[config.mk]
export PLATFORM = sky130hd
export DESIGN_NAME = adc_calc_scheduler
export DESIGN_NICKNAME = d
export VERILOG_FILES = /design/src/rtl/adc_calc_scheduler.sv
export SDC_FILE = /design/constraint.sdc
export NUM_CORES = 1
export LEC_CHECK = 0
export ABC_AREA = 0
export BUFFER_PORTS_ARGS = -buffer_cell sky130_fd_sc_hd__buf_2
export CORE_AREA = 10 10 458 460
export CTS_BUF_LIST = sky130_fd_sc_hd__clkbuf_4 sky130_fd_sc_hd__clkbuf_8
export DETAILED_ROUTE_END_ITERATION = 10
export DIE_AREA = 0 0 468 470
export PLACE_DENSITY = 0.41
export SLEW_MARGIN = 20
export SYNTH_ARGS = -nofsm -noshare
export SYNTH_HDL_FRONTEND = slang
export SYNTH_SLANG_ARGS = --single-unit
[constraint.sdc]
create_clock -name i_clk -period 4.6 [get_ports i_clk]
set_input_delay 0.92 -clock i_clk [delete_from_list [all_inputs] [get_ports i_clk]]
set_output_delay 0.92 -clock i_clk [all_outputs]
set_load 0.01 [all_outputs]
[src/rtl/adc_calc_scheduler.sv]
// Purpose: shares one external FMA (a*b+c) between CH_NUM ADC channels with round-robin grants and in-order tag routing of results.
// Latency: operands appear one cycle after a grant; a returned result reaches its channel register one cycle after i_res_tvalid.
// Backpressure: operands hold while i_fma_tready is low; grants stop at MAX_OUT outstanding; results cannot be stalled.

module adc_tag_fifo #(
    parameter int WIDTH = 3,
    parameter int DEPTH = 16
) (
    input  logic             clk,
    input  logic             rst,
    input  logic             push,
    input  logic [WIDTH-1:0] din,
    input  logic             pop,
    output logic [WIDTH-1:0] dout,
    output logic             empty
);
    localparam int AW = (DEPTH > 1) ? $clog2(DEPTH) : 1;
    localparam int CW = $clog2(DEPTH + 1);

    logic [WIDTH-1:0] mem [DEPTH];
    logic [AW-1:0]    wr_ptr;
    logic [AW-1:0]    rd_ptr;
    logic [CW-1:0]    count;
    logic             do_push;
    logic             do_pop;

    // a push into a full FIFO is accepted when a pop frees a slot in the same cycle
    assign do_pop  = pop && (count != '0);
    assign do_push = push && ((count != CW'(DEPTH)) || do_pop);
    assign dout    = mem[rd_ptr];
    assign empty   = (count == '0);

    // pointer and occupancy bookkeeping
    always_ff @(posedge clk) begin
        if (rst) begin
            wr_ptr <= '0;
            rd_ptr <= '0;
            count  <= '0;
        end else begin
            if (do_push) begin
                wr_ptr <= (wr_ptr == AW'(DEPTH - 1)) ? '0 : wr_ptr + AW'(1);
            end
            if (do_pop) begin
                rd_ptr <= (rd_ptr == AW'(DEPTH - 1)) ? '0 : rd_ptr + AW'(1);
            end
            case ({do_push, do_pop})
                2'b10:   count <= count + CW'(1);
                2'b01:   count <= count - CW'(1);
                default: count <= count;
            endcase
        end
    end

    // storage is data-only, contents are meaningless while empty
    always_ff @(posedge clk) begin
        if (do_push) begin
            mem[wr_ptr] <= din;
        end
    end
endmodule

module adc_calc_scheduler #(
    parameter int CH_NUM  = 8,
    parameter int MAX_OUT = 16
) (
    input  logic                   i_clk,
    input  logic                   i_rst,
    input  logic                   i_en,
    input  logic [CH_NUM*32-1:0]   i_s_tdata,
    input  logic [CH_NUM-1:0]      i_s_tvalid,
    output logic [CH_NUM-1:0]      o_s_tready,
    input  logic [CH_NUM*32-1:0]   i_gain,
    input  logic [CH_NUM*32-1:0]   i_offset,
    output logic [31:0]            o_fma_a,
    output logic [31:0]            o_fma_b,
    output logic [31:0]            o_fma_c,
    output logic                   o_fma_tvalid,
    input  logic                   i_fma_tready,
    input  logic [31:0]            i_res_tdata,
    input  logic                   i_res_tvalid,
    output logic [CH_NUM*32-1:0]   o_res_tdata,
    output logic [CH_NUM-1:0]      o_res_tvalid,
    output logic                   o_busy,
    output logic                   o_err
);
    localparam int CH_W  = (CH_NUM > 1) ? $clog2(CH_NUM) : 1;
    localparam int OUT_W = $clog2(MAX_OUT + 1);

    typedef enum logic [1:0] {
        IDLE  = 2'd0,
        RUN   = 2'd1,
        DRAIN = 2'd2
    } state_t;

    state_t            state;
    state_t            state_nxt;
    logic [CH_W-1:0]   last_grant;
    logic [OUT_W-1:0]  outstanding;
    logic              issue_ok;
    logic              grant_vld;
    logic [CH_W-1:0]   grant_idx;
    logic [31:0]       sel_a;
    logic [31:0]       sel_b;
    logic [31:0]       sel_c;
    logic              res_pop;
    logic              tag_empty;
    logic [CH_W-1:0]   tag_dout;

    // a new operation may be granted only when the operand slot is free or being consumed
    assign issue_ok = (state == RUN) &&
                      (outstanding < OUT_W'(MAX_OUT)) &&
                      (!o_fma_tvalid || i_fma_tready);
    assign res_pop  = i_res_tvalid && !tag_empty;
    assign o_busy   = (state != IDLE);

    // state register
    always_ff @(posedge i_clk) begin
        if (i_rst) begin
            state <= IDLE;
        end else begin
            state <= state_nxt;
        end
    end

    // next state: DRAIN waits for every in-flight result and the pending operand to retire
    always_comb begin
        state_nxt = state;
        case (state)
            IDLE:    if (i_en) state_nxt = RUN;
            RUN:     if (!i_en) state_nxt = DRAIN;
            DRAIN: begin
                if (i_en) begin
                    state_nxt = RUN;
                end else if ((outstanding == '0) && !o_fma_tvalid) begin
                    state_nxt = IDLE;
                end
            end
            default: state_nxt = IDLE;
        endcase
    end

    // round-robin search starting one past the last granted channel
    always_comb begin
        logic [CH_W-1:0] idx;
        grant_vld = 1'b0;
        grant_idx = '0;
        idx       = '0;
        for (int i = 0; i < CH_NUM; i++) begin
            idx = CH_W'((int'(last_grant) + 1 + i) % CH_NUM);
            if (issue_ok && !grant_vld && i_s_tvalid[idx]) begin
                grant_vld = 1'b1;
                grant_idx = idx;
            end
        end
    end

    // one-hot ready for the granted channel and operand selection
    always_comb begin
        o_s_tready = '0;
        sel_a      = '0;
        sel_b      = '0;
        sel_c      = '0;
        for (int k = 0; k < CH_NUM; k++) begin
            if (grant_vld && (grant_idx == CH_W'(k))) begin
                o_s_tready[k] = 1'b1;
                sel_a         = i_s_tdata[k*32 +: 32];
                sel_b         = i_gain[k*32 +: 32];
                sel_c         = i_offset[k*32 +: 32];
            end
        end
    end

    // arbitration pointer
    always_ff @(posedge i_clk) begin
        if (i_rst) begin
            last_grant <= CH_W'(CH_NUM - 1);
        end else if (grant_vld) begin
            last_grant <= grant_idx;
        end
    end

    // operand register: gain/offset are snapshotted at grant so later changes do not leak in
    always_ff @(posedge i_clk) begin
        if (i_rst) begin
            o_fma_tvalid <= 1'b0;
            o_fma_a      <= '0;
            o_fma_b      <= '0;
            o_fma_c      <= '0;
        end else if (grant_vld) begin
            o_fma_tvalid <= 1'b1;
            o_fma_a      <= sel_a;
            o_fma_b      <= sel_b;
            o_fma_c      <= sel_c;
        end else if (i_fma_tready) begin
            o_fma_tvalid <= 1'b0;
        end
    end

    // outstanding count tracks granted-but-unreturned operations; stray results do not decrement
    always_ff @(posedge i_clk) begin
        if (i_rst) begin
            outstanding <= '0;
        end else begin
            case ({grant_vld, res_pop})
                2'b10:   outstanding <= outstanding + OUT_W'(1);
                2'b01:   outstanding <= outstanding - OUT_W'(1);
                default: outstanding <= outstanding;
            endcase
        end
    end

    adc_tag_fifo #(
        .WIDTH (CH_W),
        .DEPTH (MAX_OUT)
    ) u_tag_fifo (
        .clk   (i_clk),
        .rst   (i_rst),
        .push  (grant_vld),
        .din   (grant_idx),
        .pop   (res_pop),
        .dout  (tag_dout),
        .empty (tag_empty)
    );

    // route each returned result to the channel named by the oldest tag
    always_ff @(posedge i_clk) begin
        if (i_rst) begin
            o_res_tdata  <= '0;
            o_res_tvalid <= '0;
            o_err        <= 1'b0;
        end else begin
            o_res_tvalid <= '0;
            for (int k = 0; k < CH_NUM; k++) begin
                if (res_pop && (tag_dout == CH_W'(k))) begin
                    o_res_tdata[k*32 +: 32] <= i_res_tdata;
                    o_res_tvalid[k]         <= 1'b1;
                end
            end
            if (i_res_tvalid && tag_empty) begin
                o_err <= 1'b1;
            end
        end
    end
endmodule

==> out/metrics.csv <==
stage,metric,value,unit
clocking,clk buf depth,3,
timing,achievable frequency,203.4,MHz
route,Total Routed Length,193100,um
placed_design,Place WS,-0.3985,ns
layout,share of layout cells above drive strength 1,42.41,%
floorplanning,die height,470,um
logic_synthesis,simple-gate portion of the synthesized area,12.71,%
global_route,Total Routing Usage GR,16.55,%
route,final antenna-violating net count,0,
hold_path,Hold Crit Class,in -> reg,
timing,final hold violation count,0,
run_status,violated checks,setup timing,
clocking,Inserted Clock Buffers,88,
setup_path,WP data arrival,4.00,ns
clocking,"CTS clk-pin slew, worst paths",0.06,ns
logic_synthesis,largest family of logic cells by synthesized area,compound AO/OA/AOI/OAI gates,
floorplanning,Initial Util,11.62,%
timing,ratio of final minimum period to clock period,106.9,%
placed_design,Port Buf Inserts,1183,
logic_synthesis,Async SR Flop Fraction,0,%
floorplanning,Die ar.,220000,um2
logic_synthesis,Mapped Area,23350,um2
global_route,global-route wire length before repair,254200,um
logic_synthesis,yosys warns,0,
power_and_ir_drop,PwrDens,922.9,nW/um2
setup_path,CP required,3.68,ns
floorplanning,Placeable Area,200900,um2
timing,final setup violation count,8,
timing,slack of the critical path,-0.3162,ns
timing,unrepaired setup endpoints after global routing,yes,
run_status,status,"complete, but fails checks",
layout,Final #Nets,4724,
placed_design,Post-Place Cells,6430,
floorplanning,Row Count,165,
floorplanning,chip width,468,um
timing,Final Skew,0.1053,ns
clocking,H-tree Lvls,3,
global_route,remaining global-route overflow,0,
global_route,initial antenna violation count,104,
route,vias,27490,
placed_design,DP HPWL,156600,um
timing,minimum clock period,4.916,ns
logic_synthesis,xor/xnor cell area share of the yosys netlist,0.7020,%
clocking,CTS tree,yes,
setup_path,Critical Path End Type,output port,
route,TritonRoute pass-1 iters,5,
layout,"most common cell after layout, fill and taps aside",buf_2,
placed_design,Placer Congestion,0.9402,
layout,most frequent cells in the layout,"1176 x buf_2, 387 x dfxtp_1, 345 x nor2_1",
layout,area growth from synthesis to final layout,55.43,%
route,average wire per standard cell,28.94,um
placed_design,placed cell area,33410,um2
logic_synthesis,largest cells by area after synthesis,"dfxtp_1 33%, mux2i_1 13%, edfxtp_1 6.2%, nor2_1 5.6%, a21oi_1 5.3%",
setup_path,Crit Path Category,reg -> out,
power_and_ir_drop,leakage power,16.36,nW
route,DR iter-0 viols,2133,
logic_synthesis,Post-synth EDFFs,48,
layout,fin util,18.07,%
timing,Worst Tran Pin Value,1.070,ns
logic_synthesis,Cell variety after synth,74,
setup_path,crit path launch type,flip-flop,
route,DRC errors left,0,
clocking,number of clock sinks,437,
layout,Finished Layout Cells,6672,
power_and_ir_drop,Overall Power,33.49,mW
route,post-DR vias/cell,4.119,
logic_synthesis,Mean Syn Cell Area,8.673,um2
logic_synthesis,post-synthesis compound-gate area fraction,23.76,%
logic_synthesis,area share of the largest cell type after synthesis,33.35,%
logic_synthesis,"Seq/Total Area, Yosys",39.53,%
floorplanning,Top Ports,1184,
layout,design area,36290,um2
logic_synthesis,mux cell area share after synthesis,16.94,%
logic_synthesis,Post-Syn Instances,2692,
timing,max-slew violation count,0,
logic_synthesis,cell taking the most area after synthesis,dfxtp_1,
global_route,vias in the first global route,28160,
setup_path,Worst Path Max Fanout,8,
logic_synthesis,syn nets,3520,
clocking,Root Driver,clkbuf_8,
logic_synthesis,Synth Area in Adders,0.8682,%
logic_synthesis,Synth Flop Type,dfxtp_1,
job,max_cap viols,0,
clocking,Clock Latency Late Sink,0.87,ns
layout,fillcell total,22790,
timing,Relative slew margins,28.63,%
power_and_ir_drop,Peak VDD IR,0.6019,mV
global_route,largest net degree at the start of global routing,181,
logic_synthesis,Yosys reg bits,437,
## synthesized netlist by cell type, types with 23 or more instances
master / instances
nor2_1: 349
clkbuf_1: 183
o221ai_1: 81
mux4_2: 23
dfxtp_1: 389
mux2_2: 31
mux2i_1: 304
buf_1: 31
o22ai_1: 105
o21ai_0: 143
a21o_1: 59
nand3_1: 82
o21a_1: 27
nand2_1: 207
a21oi_1: 248
edfxtp_1: 48
buf_2: 59
a2bb2oi_1: 54
## worst max-delay path, cell delays in order (launching register included)
cell     delay, ns
dfxtp_2       0.34
ha_4          0.26
buf_12        0.14
buf_16        0.14
mux2i_4       0.19
mux4_2        0.53
buf_6         0.15
nor3_4        0.19
a21oi_1       0.10
a211o_1       0.36
o211a_4       0.21
nor4_4        0.27
buf_4         0.19
buf_6         0.13
## final timing paths
kind	start	endpoint	slack, ns	depth (start not counted)
worst max-delay path	last_grant[1]	o_s_tready[3]	-0.32	13
worst min-delay path	i_en	state[1]	0.34	2
worst max register to register	last_grant[1]	o_fma_b[31]	0.09	19
worst min register to register	o_res_tdata[34]	o_res_tdata[34]	0.48	2
## metrics by stage
stage,hold WS (ns),TNS (ns)
final,0.3403,-1.934
after global routing,0.2774,-3.318
after CTS,0.1839,-3.088
after detailed placement,0.4673,-0.4275
after global placement,0.4511,-0.4662
after floorplan,0.4715,0
## report_power, final
part / internal (mW) / switching, mW
combinational: 9.05 / 14.7
sequential: 4.68 / 0.425
clock: 2.60 / 2.06
## flip-flops by register name, indices dropped and copies added (netlist names), named ones only
register	cells
o_res_tdata	256
u_tag_fifo.mem	48
o_fma_a	32
o_fma_b	32
o_fma_c	32
o_res_tvalid	8
outstanding	5
u_tag_fifo.count	5
u_tag_fifo.rd_ptr	4
u_tag_fifo.wr_ptr	4
last_grant	3
state	2
o_err	1
o_fma_tvalid	1
## area by class of cell
type                       instances  area [um2]  area share (%)
sequential                       437        9231           25.44
inverter                          21       107.6          0.2965
timing repair buffer            1400        8358           23.03
tap                             2672        3343           9.213
antenna                           36       90.09          0.2482
multi-input combinational       1948       13210           36.41
clock inverter                    22       280.3          0.7723
clock buffer                     136        1665           4.589
## cell families after synthesis
logic type | count (synthesis)
AO/OA/AOI/OAI | 846
multiplexers | 362
adder cells (fa/ha/maj) | 15
flip-flops | 437
AND/OR/NAND/NOR | 708
XOR/XNOR | 17
buffers and inverters | 307
## what timing repair did
| action | in CTS | in global routing |
|---|---|---|
| gates cloned | 3 | 0 |
| pin swaps | 20 | 10 |
| hold buffers | 0 | 0 |
| endpoints found under the hold margin | 0 | 0 |
| setup buffers | 31 | 15 |
| setup endpoints to repair | 9 | 9 |
| resized for setup | 65 | 29 |
## metal layers
metal / vias to the layer above / wire length, um / share of wire [%] / GRT usage [%]
li1: 12340 / - / - / -
met1: 13430 / 69700 / 36 / 17.49
met2: 1333 / 100400 / 52 / 30.38
met3: 332 / 14490 / 7.5 / 4.746
met4: 50 / 8162 / 4.2 / 6.899
met5: - / 320 / 0.17 / 0
No activity file was read; power rests on OpenSTA's default activity.
